## src/rtl/alu_issue_if.sv

```systemverilog
// Handshake and operand bundle between the decode stage, register file,
// forwarding network and the ALU for the alu_issue block.
interface alu_issue_if;
    logic               in_valid;
    logic               in_ready;
    logic        [31:0] instr;
    logic        [4:0]  rs1_addr;
    logic        [4:0]  rs2_addr;
    logic        [31:0] rs1_data;
    logic        [31:0] rs2_data;
    logic               fwd_valid;
    logic        [4:0]  fwd_rd;
    logic        [31:0] fwd_data;
    logic               out_valid;
    logic               out_ready;
    logic        [4:0]  alu_op;
    logic signed [31:0] op_a;
    logic signed [31:0] op_b;
    logic        [4:0]  rd;
    logic               illegal;

    modport slave (
        input  in_valid, instr, rs1_data, rs2_data,
        input  fwd_valid, fwd_rd, fwd_data, out_ready,
        output in_ready, rs1_addr, rs2_addr,
        output out_valid, alu_op, op_a, op_b, rd, illegal
    );

    modport master (
        output in_valid, instr, rs1_data, rs2_data,
        output fwd_valid, fwd_rd, fwd_data, out_ready,
        input  in_ready, rs1_addr, rs2_addr,
        input  out_valid, alu_op, op_a, op_b, rd, illegal
    );
endinterface

```

## src/rtl/alu_issue.sv

```systemverilog
// RV32 OP/OP-IMM decode and one-deep issue register feeding the ALU.
// Define ALU_ISSUE_FWD_EN to bypass in-flight results instead of stalling on hazards.
module alu_issue (
    input logic        clk,
    input logic        rst_n,
    alu_issue_if.slave bus
);
    localparam logic [4:0] ALU_ADD     = 5'd0;
    localparam logic [4:0] ALU_SUB     = 5'd1;
    localparam logic [4:0] ALU_AND     = 5'd2;
    localparam logic [4:0] ALU_OR      = 5'd3;
    localparam logic [4:0] ALU_XOR     = 5'd4;
    localparam logic [4:0] ALU_LSHIFT  = 5'd5;
    localparam logic [4:0] ALU_LRSHIFT = 5'd6;
    localparam logic [4:0] ALU_ARSHIFT = 5'd7;
    localparam logic [4:0] ALU_MUL     = 5'd8;
    localparam logic [4:0] ALU_DIV     = 5'd9;
    localparam logic [4:0] ALU_DIVU    = 5'd10;
    localparam logic [4:0] ALU_REM     = 5'd11;
    localparam logic [4:0] ALU_REMU    = 5'd12;

    localparam logic [6:0] OPC_OP    = 7'b0110011;
    localparam logic [6:0] OPC_OPIMM = 7'b0010011;

    logic [6:0] opcode;
    logic [2:0] funct3;
    logic [6:0] funct7;

    assign opcode       = bus.instr[6:0];
    assign funct3       = bus.instr[14:12];
    assign funct7       = bus.instr[31:25];
    assign bus.rs1_addr = bus.instr[19:15];
    assign bus.rs2_addr = bus.instr[24:20];

    logic               dec_legal;
    logic               dec_use_rs2;
    logic               dec_imm_sel;
    logic        [4:0]  dec_op;
    logic signed [31:0] dec_imm;

    always_comb begin
        dec_legal   = 1'b0;
        dec_use_rs2 = 1'b0;
        dec_imm_sel = 1'b0;
        dec_op      = ALU_ADD;
        dec_imm     = '0;
        if (opcode == OPC_OP) begin
            dec_legal   = 1'b1;
            dec_use_rs2 = 1'b1;
            case ({funct7, funct3})
                {7'h00, 3'd0}: dec_op = ALU_ADD;
                {7'h00, 3'd1}: dec_op = ALU_LSHIFT;
                {7'h00, 3'd4}: dec_op = ALU_XOR;
                {7'h00, 3'd5}: dec_op = ALU_LRSHIFT;
                {7'h00, 3'd6}: dec_op = ALU_OR;
                {7'h00, 3'd7}: dec_op = ALU_AND;
                {7'h20, 3'd0}: dec_op = ALU_SUB;
                {7'h20, 3'd5}: dec_op = ALU_ARSHIFT;
                {7'h01, 3'd0}: dec_op = ALU_MUL;
                {7'h01, 3'd4}: dec_op = ALU_DIV;
                {7'h01, 3'd5}: dec_op = ALU_DIVU;
                {7'h01, 3'd6}: dec_op = ALU_REM;
                {7'h01, 3'd7}: dec_op = ALU_REMU;
                default:       dec_legal = 1'b0;
            endcase
        end else if (opcode == OPC_OPIMM) begin
            dec_legal   = 1'b1;
            dec_imm_sel = 1'b1;
            dec_imm     = {{20{bus.instr[31]}}, bus.instr[31:20]};
            case (funct3)
                3'd0: dec_op = ALU_ADD;
                3'd4: dec_op = ALU_XOR;
                3'd6: dec_op = ALU_OR;
                3'd7: dec_op = ALU_AND;
                3'd1: begin
                    dec_op    = ALU_LSHIFT;
                    dec_imm   = {27'd0, bus.instr[24:20]};
                    dec_legal = (funct7 == 7'h00);
                end
                3'd5: begin
                    dec_imm = {27'd0, bus.instr[24:20]};
                    if (funct7 == 7'h00)      dec_op = ALU_LRSHIFT;
                    else if (funct7 == 7'h20) dec_op = ALU_ARSHIFT;
                    else                      dec_legal = 1'b0;
                end
                default: dec_legal = 1'b0;
            endcase
        end
        if (!dec_legal) dec_use_rs2 = 1'b0;
    end

    // A source only matters when the decoded instruction actually reads it.
    logic haz_rs1;
    logic haz_rs2;
    logic stall;

    assign haz_rs1 = dec_legal & bus.fwd_valid & (bus.fwd_rd != 5'd0) & (bus.fwd_rd == bus.rs1_addr);
    assign haz_rs2 = dec_use_rs2 & bus.fwd_valid & (bus.fwd_rd != 5'd0) & (bus.fwd_rd == bus.rs2_addr);

    logic signed [31:0] src1;
    logic signed [31:0] src2;

    always_comb begin
        src1 = (bus.rs1_addr == 5'd0) ? '0 : bus.rs1_data;
        src2 = (bus.rs2_addr == 5'd0) ? '0 : bus.rs2_data;
`ifdef ALU_ISSUE_FWD_EN
        if (haz_rs1) src1 = bus.fwd_data;
        if (haz_rs2) src2 = bus.fwd_data;
`endif
    end

`ifdef ALU_ISSUE_FWD_EN
    assign stall = 1'b0;
`else
    logic unused_fwd;
    assign unused_fwd = ^bus.fwd_data;
    assign stall      = bus.in_valid & (haz_rs1 | haz_rs2);
`endif

    logic               out_valid_q, out_valid_d;
    logic               illegal_q, illegal_d;
    logic        [4:0]  alu_op_q, alu_op_d;
    logic signed [31:0] op_a_q, op_a_d;
    logic signed [31:0] op_b_q, op_b_d;
    logic        [4:0]  rd_q, rd_d;
    logic               accept;

    assign bus.in_ready = (~out_valid_q | bus.out_ready) & ~stall;
    assign accept       = bus.in_valid & bus.in_ready;

    always_comb begin
        out_valid_d = out_valid_q;
        illegal_d   = illegal_q;
        alu_op_d    = alu_op_q;
        op_a_d      = op_a_q;
        op_b_d      = op_b_q;
        rd_d        = rd_q;
        if (accept) begin
            out_valid_d = 1'b1;
            illegal_d   = ~dec_legal;
            if (dec_legal) begin
                alu_op_d = dec_op;
                op_a_d   = src1;
                op_b_d   = dec_imm_sel ? dec_imm : src2;
                rd_d     = bus.instr[11:7];
            end else begin
                alu_op_d = ALU_ADD;
                op_a_d   = '0;
                op_b_d   = '0;
                rd_d     = '0;
            end
        end else if (bus.out_ready) begin
            out_valid_d = 1'b0;
        end
    end

    always_ff @(posedge clk or negedge rst_n) begin
        if (!rst_n) begin
            out_valid_q <= 1'b0;
            illegal_q   <= 1'b0;
            alu_op_q    <= ALU_ADD;
            op_a_q      <= '0;
            op_b_q      <= '0;
            rd_q        <= '0;
        end else begin
            out_valid_q <= out_valid_d;
            illegal_q   <= illegal_d;
            alu_op_q    <= alu_op_d;
            op_a_q      <= op_a_d;
            op_b_q      <= op_b_d;
            rd_q        <= rd_d;
        end
    end

    assign bus.out_valid = out_valid_q;
    assign bus.illegal   = illegal_q;
    assign bus.alu_op    = alu_op_q;
    assign bus.op_a      = op_a_q;
    assign bus.op_b      = op_b_q;
    assign bus.rd        = rd_q;
endmodule

```

## src/flat_wrapper.sv

```systemverilog
// flat-port wrapper written by rule: the top's interface ports become plain ports
module alu_issue_flat 
  (clk, rst_n, bus_in_valid, bus_instr, bus_rs1_data, bus_rs2_data, bus_fwd_valid, bus_fwd_rd, bus_fwd_data, bus_out_ready, bus_in_ready, bus_rs1_addr, bus_rs2_addr, bus_out_valid, bus_alu_op, bus_op_a, bus_op_b, bus_rd, bus_illegal);
  alu_issue_if bus_i ();
  input logic clk;
  input logic rst_n;
  input wire logic [$bits(bus_i.in_valid)-1:0] bus_in_valid;
  input wire logic [$bits(bus_i.instr)-1:0] bus_instr;
  input wire logic [$bits(bus_i.rs1_data)-1:0] bus_rs1_data;
  input wire logic [$bits(bus_i.rs2_data)-1:0] bus_rs2_data;
  input wire logic [$bits(bus_i.fwd_valid)-1:0] bus_fwd_valid;
  input wire logic [$bits(bus_i.fwd_rd)-1:0] bus_fwd_rd;
  input wire logic [$bits(bus_i.fwd_data)-1:0] bus_fwd_data;
  input wire logic [$bits(bus_i.out_ready)-1:0] bus_out_ready;
  output wire logic [$bits(bus_i.in_ready)-1:0] bus_in_ready;
  output wire logic [$bits(bus_i.rs1_addr)-1:0] bus_rs1_addr;
  output wire logic [$bits(bus_i.rs2_addr)-1:0] bus_rs2_addr;
  output wire logic [$bits(bus_i.out_valid)-1:0] bus_out_valid;
  output wire logic [$bits(bus_i.alu_op)-1:0] bus_alu_op;
  output wire logic [$bits(bus_i.op_a)-1:0] bus_op_a;
  output wire logic [$bits(bus_i.op_b)-1:0] bus_op_b;
  output wire logic [$bits(bus_i.rd)-1:0] bus_rd;
  output wire logic [$bits(bus_i.illegal)-1:0] bus_illegal;
  assign bus_i.in_valid = bus_in_valid;
  assign bus_i.instr = bus_instr;
  assign bus_i.rs1_data = bus_rs1_data;
  assign bus_i.rs2_data = bus_rs2_data;
  assign bus_i.fwd_valid = bus_fwd_valid;
  assign bus_i.fwd_rd = bus_fwd_rd;
  assign bus_i.fwd_data = bus_fwd_data;
  assign bus_i.out_ready = bus_out_ready;
  assign bus_in_ready = bus_i.in_ready;
  assign bus_rs1_addr = bus_i.rs1_addr;
  assign bus_rs2_addr = bus_i.rs2_addr;
  assign bus_out_valid = bus_i.out_valid;
  assign bus_alu_op = bus_i.alu_op;
  assign bus_op_a = bus_i.op_a;
  assign bus_op_b = bus_i.op_b;
  assign bus_rd = bus_i.rd;
  assign bus_illegal = bus_i.illegal;
  alu_issue u_core (.clk(clk), .rst_n(rst_n), .bus(bus_i));
endmodule
```

## config.mk

```make
export PLATFORM = sky130hd
export DESIGN_NAME = alu_issue_flat
export DESIGN_NICKNAME = d
export VERILOG_FILES = /design/src/rtl/alu_issue_if.sv /design/src/rtl/alu_issue.sv /design/src/flat_wrapper.sv
export SDC_FILE = /design/constraint.sdc
export NUM_CORES = 1
export LEC_CHECK = 0
export CELL_PAD_IN_SITES_DETAIL_PLACEMENT = 1
export CELL_PAD_IN_SITES_GLOBAL_PLACEMENT = 1
export CORE_MARGIN = 3
export CORE_UTILIZATION = 27
export DETAILED_ROUTE_END_ITERATION = 7
export PLACE_DENSITY = 0.89
export SETUP_SLACK_MARGIN = 0.15
export SYNTH_ARGS = -nofsm -noshare
export SYNTH_HDL_FRONTEND = slang
export SYNTH_SLANG_ARGS = --single-unit
```

## constraint.sdc

```tcl
create_clock -name clk -period 2.6 [get_ports clk]
set_clock_uncertainty 0.2 [all_clocks]
set_input_delay 0.26 -clock clk [delete_from_list [all_inputs] [get_ports clk]]
set_output_delay 0.26 -clock clk [all_outputs]
set_load 0.005 [all_outputs]
```

[Yosys cells after proc, flatten, opt, wreduce, memory -nomap -nowiden]
Cells that the tools add are included.
Word-level totals
  word-level logic and storage cells: 80
  bits of input ports: 138
  bits in registers: 76
  output and inout bits: 87
Operators by class
  multiplexer cells: 28
  equal/unequal tests: 22
  bitwise logic cells: 14
  reductions and logical operators: 10
Operators by type and width (count)
  $mux W32: 8
  $eq A10 B4 Y1 const B: 5
  $pmux W4 S12: 1
  $eq A10 B3 Y1 const B: 4
  $mux W5: 5
  $pmux W5 S5: 1
  $eq A10 B9 Y1 const B: 2
  $eq A7 B6 Y1 const B: 2
  $reduce_or A13 Y1: 1
  $eq A3 B3 Y1 const B: 4
  $mux W1: 11
  $eq A10 B1 Y1 const B: 1
  $eq A5 B5 Y1: 2
  $logic_not A10 Y1: 1
  $logic_not A5 Y1: 2
  $and A1 B1 Y1: 9
  $eq A7 B5 Y1 const B: 1
  $logic_not A7 Y1: 1
  $reduce_bool A5 Y1: 1
  $reduce_or A4 Y1: 1
  $eq A3 B1 Y1 const B: 1
  $logic_not A3 Y1: 1
  $mux W3: 1
  $not A1 Y1: 3
  other kinds (4): 5

[Longest topological paths before layout]
Gate-level depths: netlist of run 1.
  word-level depth: 16
  depth in mapped cells: 9

[Least setup slack after synthesis of run 1]
No wires, ideal clock.
  path kind: input-to-reg
  from: input port bus_instr[2]
  to: register u_core.op_b_q[10] (netlist: u_core.bus.op_b[10])
  data required time: 2.275 ns
  path slack: 0.098 ns
  cell stages on the path: 8
  data arrival time: 2.176 ns
  buffers on the path: 2
  cells stage by stage: nand4bb_2 -> nor4_4 -> o211ai_1 -> a211oi_4 -> or2_4 -> buf_6 -> buf_6 -> mux2_4
On the way
  cells in the longest elaborated chain, start to end: 12
  elaborated cells on any way between the ends: 23
  classes of those cells: 2 x eq/ne; 10 x mux; 11 x bitwise
RTL lines
  start: declaration: line flat_wrapper.sv:8  | input wire logic [$bits(bus_i.instr)-1:0] bus_instr;
  $eq A7 B5 Y1: line alu_issue.sv:66  | end else if (opcode == OPC_OPIMM) begin
  $mux W1: line alu_issue.sv:66
  $mux W1: line alu_issue.sv:47  | if (opcode == OPC_OP) begin
  $mux W1: line alu_issue.sv:89  | if (!dec_legal) dec_use_rs2 = 1'b0;
  $and A1 B1 Y1 (3 in series): line alu_issue.sv:98  | assign haz_rs2 = dec_use_rs2 & bus.fwd_valid & (bus.fwd_rd != 5'd0) & (bus.fwd_rd == bus.rs2_addr);
  $or A1 B1 Y1: line alu_issue.sv:117  | assign stall = bus.in_valid & (haz_rs1 | haz_rs2);
  $and A1 B1 Y1: line alu_issue.sv:117
  $not A1 Y1: line alu_issue.sv:128  | assign bus.in_ready = (~out_valid_q | bus.out_ready) & ~stall;
  $and A1 B1 Y1: line alu_issue.sv:128
  $and A1 B1 Y1: line alu_issue.sv:129  | assign accept = bus.in_valid & bus.in_ready;
  end signal: assignment: line alu_issue.sv:170  | op_b_q <= op_b_d;
  end: declaration: line alu_issue.sv:124  | logic signed [31:0] op_b_q, op_b_d;
Several ways; a longest one is shown, not always the timed one.
A chain may end at the register's enable or synchronous reset.

[Final worst setup path of run 1]
  from: input port bus_instr[25]
  to: register u_core.op_b_q[23] (netlist: u_core.bus.op_b[23])
On the way
  cells in the longest elaborated chain, start to end: 15
  elaborated cells on any way between the ends: 35
  classes of those cells: 13 x eq/ne; 8 x mux; 11 x bitwise; 3 x reduce/logical
RTL lines
  $eq A7 B6 Y1: line alu_issue.sv:83  | else if (funct7 == 7'h20) dec_op = ALU_ARSHIFT;
  $mux W1: line alu_issue.sv:83
  $mux W1: line alu_issue.sv:82  | if (funct7 == 7'h00) dec_op = ALU_LRSHIFT;
  $pmux W1 S3: line alu_issue.sv:70  | case (funct3)
  $mux W1: line alu_issue.sv:66
  $mux W1 *: line alu_issue.sv:47
  $mux W1: line alu_issue.sv:89
  $and A1 B1 Y1 (3 in series): line alu_issue.sv:98
  $or A1 B1 Y1: line alu_issue.sv:117
  $and A1 B1 Y1: line alu_issue.sv:117
  $not A1 Y1: line alu_issue.sv:128
  $and A1 B1 Y1: line alu_issue.sv:128
  $and A1 B1 Y1: line alu_issue.sv:129
Every way passes the cells marked *; elsewhere a longest branch is shown, timed or not.

==> summary.txt, run 1 <==
STA
  – Fmax: 412 MHz
  – Final Slew Violations: 0
  – Rel. slew slack: 34.6%
  – Fin crit share: between 90 and 100%
  – RSZ-0062 raised after global routing: true
  – Worst hold slack: around 0.25 ns
  – Tmin final: ~2.4 ns
  – Actual slew at the worst max-slew pin: between 0.9 and 1 ns
  – Final hold viol count: 0
  – Final setup violation count: 0

Worst setup path
  – CP top delay family: compound AO/OA/AOI/OAI gates
  – CP max FO: 14
  – Worst path required time: 2.64 ns
  – CP Buf/Inv Count: 4
  – Type of origin of the critical path: primary input
  – Worst path cell trace: dlygate4sd2_1 -> o21ai_0 -> o2bb2ai_2 -> buf_4 -> o211ai_1 -> a211oi_4 -> or2_4 -> buf_8 -> buf_12 -> o31ai_4
  – Worst path slowest cell: dlygate4sd2_1
  – Max stage delay on crit path: roughly 0.37 ns
  – Crit. End Element: flop
  – Critical path class: primary input to flop
  – Crit path DAT: roughly 2.5 ns

CTS
  – Root buffer cell: clkbuf_16
  – Clk buf depth: 2
  – CTS H-tree depth: 3
  – Total CTS buffers: 9
  – Worst-path clk slew: 0.06 ns
  – CTS tree: yes
  – CTS sink cnt: 75
  – Clock latency on the worst-skew pair: around 0.33 ns

Synthesis
  – Register area share after synthesis: between 40% and 50%
  – Area leader, netlist: dfrtp_1
  – Yosys warning total: 0
  – Syn nets: between 500 and 600
  – Mapped cell area: 4010 um^2
  – Yosys top cell area share: between 40% and 50%
  – Mapped Cells: roughly 440
  – Main combinational cell family by area after synthesis: compound AO/OA/AOI/OAI gates
  – Synth Area in XOR/XNOR: 2.18%
  – Post-synth EDFFs: 0
  – Mux cell area share after synthesis: under 10%
  – Top post-synthesis cells by area: dfrtp_1, o21ai_0, a21oi_1, nand2_1, o31ai_1
  – Post-synth top flop: dfrtp_1
  – Post-Synth Simple-Gate Area: 13.5%
  – Synth Area in Adders: 0%
  – Syn avg cell area: roughly 9 um^2
  – Post-synth cell types: 50
  – #FFs+latches synth: 75
  – Synth async-reset ratio: 100%
  – Compound-Gate Fraction of Synth Area: between 20% and 30%

Routing
  – DR vias/cell: 5.19
  – Final WL: 16800 um
  – DRT antenna net count: 0
  – Routed WL per cell: between 15 and 20 um
  – Residual DRC count: 0
  – Initial DRC Count: 119
  – Pre-Repair DR Iteration Count: 4
  – Vias: about 4400

Die
  – Die width: 128 um
  – Die area: 16300 um^2
  – Core Area: 14200 um^2
  – Row cnt: 43
  – Die height: ~130 um
  – Initial Utilization: between 20 and 30%
  – Num ports: about 230

Finish
  – Commonest non-fill, non-tap cell in the layout: clkdlybuf4s50_1
  – Share of cells above drive strength 1: between 20% and 30%
  – Area delta synth->final: 75.7%
  – Antenna Cells: 0
  – NumNets Final: 812
  – Final Cell Area: 7050 um^2
  – Number of non-filler instances in the completed layout: approximately 860
  – Most frequent cells in the layout: clkdlybuf4s50_1, o21ai_0, dfrtp_1

GRT
  – First-pass GRT wire length: about 26000 um
  – GRT overflow: 0
  – Number of global-route vias before repair: 4872
  – All-Layer GR Usage: 19.8%
  – Pin count of the biggest net entering global routing: 76
  – Initial antenna violation count: 0

Place
  – Port Buffers: 191
  – Placed inst area: 6370 um^2
  – Placed cell count: between 800 and 900
  – Placer Congestion: ~0.85
  – Post-detail-place hpwl: about 12000 um

Power
  – PD cells: between 400 and 500 nW/um^2
  – Tot Pwr: approximately 0.003 W
  – Leak: about 2.9 nW
  – Worst VDD drop: between 0.0002 and 0.0003 V

Run
  – Max Cap Viol: 0

Status
  – Status: finished, final reports clean

Hold path
  – Min-delay worst type: primary input to flop
-- kinds of logic after synthesis --
kind of cell              after synthesis
muxes                                  11
xor gates and xnor gates               10
AOI/OAI and AO/OA                     186
buffers and inverters                  55
other                                   1
DFF                                    75
and+or+nand+nor                       105
-- what timing repair did --
action	in CTS	in global routing
pin swaps	11	13
setup endpoints to repair	76	75
gates cloned	0	2
endpoints found under the hold margin	75	0
gates resized for setup	41	38
hold buffers	1	0
buffers inserted	18	2
-- synthesized netlist by cell type, types with 5 or more instances --
cell type / count
o21ai_0: 103
dfrtp_1: 75
nand2_1: 48
a21oi_1: 39
clkbuf_1: 29
o31ai_1: 24
nand3_1: 21
buf_4: 12
nor2_1: 8
xor2_1: 8
buf_2: 6
mux2_4: 6
nor3_1: 6
inv_1: 5
mux2_2: 5
-- stage by stage --
stage,worst slack (ns),TNS (ns),util [%]
floorplan,0.108,0,-
global route,0.104,0,49.6
global placement,-0.398,-22.91,44.8
CTS,0.140,0,48.3
detailed placement,-0.592,-40.33,44.8
finish,0.173,0,49.6
-- routing by layer --
metal	routed length (um)	GRT usage (%)	up-vias
li1	-	-	2032
met1	6590	22.5	2204
met2	8720	35.1	160
met3	875	4.67	50
met4	657	8.74	0
met5	0	0	-
-- power breakdown --
| group | internal [W] | switching [W] |
|---|---|---|
| clock | 0.000848 | 0.000464 |
| sequential | 0.00117 | 0.00000448 |
| combinational | 0.000276 | 0.000230 |
-- worst min-delay path: stages --
cell and delay (ns):
clkbuf_2 0.10, nand4bb_4 0.12, buf_12 0.11, or4_1 0.09, o31ai_1 0.07
-- state kept, by name, summed over array words and instances, names as in the netlist --
| name | count |
|---|---|
| u_core.bus.alu_op | 4 |
| u_core.bus.illegal | 1 |
| u_core.bus.op_a | 32 |
| u_core.bus.op_b | 32 |
| u_core.bus.out_valid | 1 |
| u_core.bus.rd | 5 |
-- final cells by class --
cell class              count  area (um^2)
fillers                  1599         7160
clock buffers              10          239
flip-flops and latches     75         1880
clock inverters             3         65.1
repair buffers            270         2570
inverters                   5         18.8
well taps                 180          225
multi-input cells         313         2050
-- worst paths after layout --
| kind | from | endpoint | slack, ns | depth (start not counted) |
|---|---|---|---|---|
| worst max register to register | u_core.bus.out_valid$_DFFE_PN0P_ | u_core.bus.op_b[23]$_DFFE_PN0P_ | 0.67 | 7 |
| min in group asynchronous | rst_n | u_core.bus.op_a[10]$_DFFE_PN0P_ | 0.42 | 2 |
| max in group asynchronous | rst_n | u_core.bus.op_b[9]$_DFFE_PN0P_ | 1.14 | 2 |
| worst max-delay path | bus_instr[25] | u_core.bus.op_b[23]$_DFFE_PN0P_ | 0.17 | 10 |
| worst min-delay path | bus_instr[1] | u_core.bus.alu_op[1]$_DFFE_PN0P_ | 0.25 | 5 |
| worst min register to register | u_core.bus.op_a[21]$_DFFE_PN0P_ | u_core.bus.op_a[21]$_DFFE_PN0P_ | 0.31 | 2 |
Power figures use the tool's default switching activity.
==> run 2, diff against run 1 <==
SETUP_SLACK_MARGIN = default   (was 0.15)
==> run 2 against run 1 <==
Against the previous run: first-iteration DRC count increased by 94%; largest power group unchanged; highest routed layer unchanged; cell count decreased by 1.2%; hold slack improved by 0.027 ns.
==> summary.txt, run 2 (synthesis gave the netlist of run 1 again) <==
Status
  – Status: finished, final reports clean

GRT
  – GRT met2 Usage: 34.9% (-0.15 points)
  – GRT Max-Usage Layer: met2
  – Initial antenna violation count: 0 (unchanged)
  – Pin count of the biggest net entering global routing: 76 (unchanged)
  – First-pass GRT wire length: 25400 um (-0.68%)
  – GRT overflow: 0 (unchanged)
  – GR Util met1: 22.8% (+0.22 points)
  – All-Layer GR Usage: 19.3% (-0.46 points)
  – GR Util met3: 4.00% (-0.67 points)
  – Number of global-route vias before repair: 4825 (-0.96%)

Worst setup path
  – Worst path cell trace: clkdlybuf4s50_1 -> nor4_4 -> o221ai_2 -> and2_4 -> o22a_1 -> o31a_1 -> buf_2
  – Max stage delay on crit path: 0.55 ns (+0.18 ns)
  – Worst path required time: 2.14 ns (-0.50 ns)
  – CP Buf/Inv Count: 2 (-2)
  – CP top delay family: buffers and inverters
  – Crit. End Element: output port
  – Critical path class: primary input to output port
  – Worst path slowest cell: clkdlybuf4s50_1
  – CP max FO: 4 (-10)
  – Crit path DAT: 2.14 ns (-0.33 ns)
  – Type of origin of the critical path: primary input

Finish
  – Share of cells above drive strength 1: 17.1% (-3.7 points)
  – Antenna Cells: 0 (unchanged)
  – Most frequent cells in the layout: clkdlybuf4s50_1, o21ai_0, dfrtp_1
  – Fill cell count: 1617 (+1.1%)
  – Commonest non-fill, non-tap cell in the layout: clkdlybuf4s50_1
  – Area delta synth->final: 72.0%
  – NumNets Final: 799 (-1.6%)

STA
  – Tmin final: 2.60 ns (+0.172 ns)
  – Sum Neg Setup Slack: 0 ns (unchanged)
  – Worst hold slack: 0.281 ns (+0.0266 ns)
  – Fmax: 385 MHz (-6.6%)
  – Final Slew Violations: 0 (unchanged)
  – Rel. slew slack: 35.7% (+1.1 points)
  – Fin crit share: 100% (+6.6 points)
  – Actual slew at the worst max-slew pin: 0.965 ns (-0.0167 ns)
  – Final setup violation count: 0 (unchanged)
  – Final hold viol count: 0 (unchanged)

CTS
  – Clk buf depth: 2 (unchanged)
  – Clock latency on the worst-skew pair: 0.33 ns (about the same)
  – CTS H-tree depth: 3 (unchanged)
  – CTS sink cnt: 75 (unchanged)
  – Root buffer cell: clkbuf_16
  – Total CTS buffers: 9 (unchanged)
  – CTS tree: yes
  – Worst-path clk slew: 0.06 ns (about the same)

Routing
  – Initial DRC Count: 231 (+94%)
  – Vias: 4394 (-1.2%)
  – Routed WL per cell: 19.1 um (-2.9%)
  – DRT antenna net count: 0 (unchanged)
  – DR vias/cell: 5.19 (about the same)
  – Final WL: 16200 um (-4.0%)
  – Pre-Repair DR Iteration Count: 4 (unchanged)
  – Residual DRC count: 0 (unchanged)

Die
  – Num ports: 225 (unchanged)
  – Row cnt: 43 (unchanged)
  – Die area: 16300 um^2 (unchanged)
  – Core Area: 14200 um^2 (unchanged)
  – Die width: 128 um (unchanged)
  – Initial Utilization: 28.2% (unchanged)
  – Die height: 128 um (unchanged)

Place
  – Placer Congestion: 0.833 (-1.8%)
  – Post-detail-place hpwl: 12100 um (about the same)
  – Port Buffers: 191 (unchanged)

Power
  – PD cells: 449 nW/um^2 (+5.5%)
  – Worst VDD drop: 0.000294 V (-0.59%)
  – Leak: 2.87 nW (-2.2%)

Hold path
  – Min-delay worst type: primary input to flop

Run
  – Max Cap Viol: 0 (unchanged)
[run 2: final timing paths]
check	startpoint	endpoint	slack, ns	cells after the start
worst max-delay path	bus_instr[6]	bus_in_ready	0.0006	7
worst min-delay path	bus_rs1_data[30]	u_core.bus.op_a[30]$_DFFE_PN0P_	0.28	3
worst max register to register	u_core.bus.out_valid$_DFFE_PN0P_	u_core.bus.op_b[15]$_DFFE_PN0P_	0.56	7
worst min register to register	u_core.bus.op_a[26]$_DFFE_PN0P_	u_core.bus.op_a[26]$_DFFE_PN0P_	0.31	2
max in group asynchronous	rst_n	u_core.bus.op_b[1]$_DFFE_PN0P_	1.15	2
min in group asynchronous	rst_n	u_core.bus.op_a[10]$_DFFE_PN0P_	0.42	2
[run 2: worst register-to-register path, cell delays in order (launching register included)]
cell      delay (ns)
dfrtp_1         0.38
nand2b_1        0.19
and2_1          0.21
o21ai_4         0.08
or2_4           0.28
buf_12          0.16
buf_12          0.16
o31ai_1         0.29
[run 2: area by class of cell]
cell class	count	area (um^2)	area share [%]
Clock buffer	10	229	3.32
Clock inverter	6	111	1.61
Inverter	5	18.8	0.272
Multi-Input combinational cell	313	1940	28.1
Sequential cell	75	1880	27.2
Tap cell	180	225	3.27
Timing Repair Buffer	257	2500	36.2
[run 2: power breakdown]
| group | internal [W] | switching (W) |
|---|---|---|
| sequential | 0.00117 | 0.00000365 |
| combinational | 0.000268 | 0.000214 |
| clock | 0.000940 | 0.000493 |
| total | 0.00238 | 0.000711 |
[run 2: through the flow]
step / area [um^2] / utilization (%) / power [W] / setup slack, ns / std cells
floorplan: 4010 / - / 0.00135 / 0.0984 / 443
global placement: 6420 / 45.2 / 0.00166 / -0.404 / 824
detailed placement: 6420 / 45.2 / 0.00168 / -0.681 / 824
CTS: 6830 / 48.1 / 0.00313 / -0.00851 / 843
global route: 6900 / 48.5 / 0.00323 / -0.0216 / 846
finish: 6900 / 48.5 / 0.00309 / 0.000616 / 846
[run 2: routing by layer]
metal / vias to the layer above / routed length [um]
met5: - / 0
met1: 2198 / 6510
li1: 2011 / -
met3: 29 / 879
met4: 0 / 389
met2: 156 / 8390
[run 2: what timing repair did]
action                     4_1_cts  5_1_grt
setup endpoints to repair       75       66
pin swaps                        6        9
hold endpoints to repair        75        0
hold buffers                     1        0
resized for setup               20       18
setup buffers                    2        3
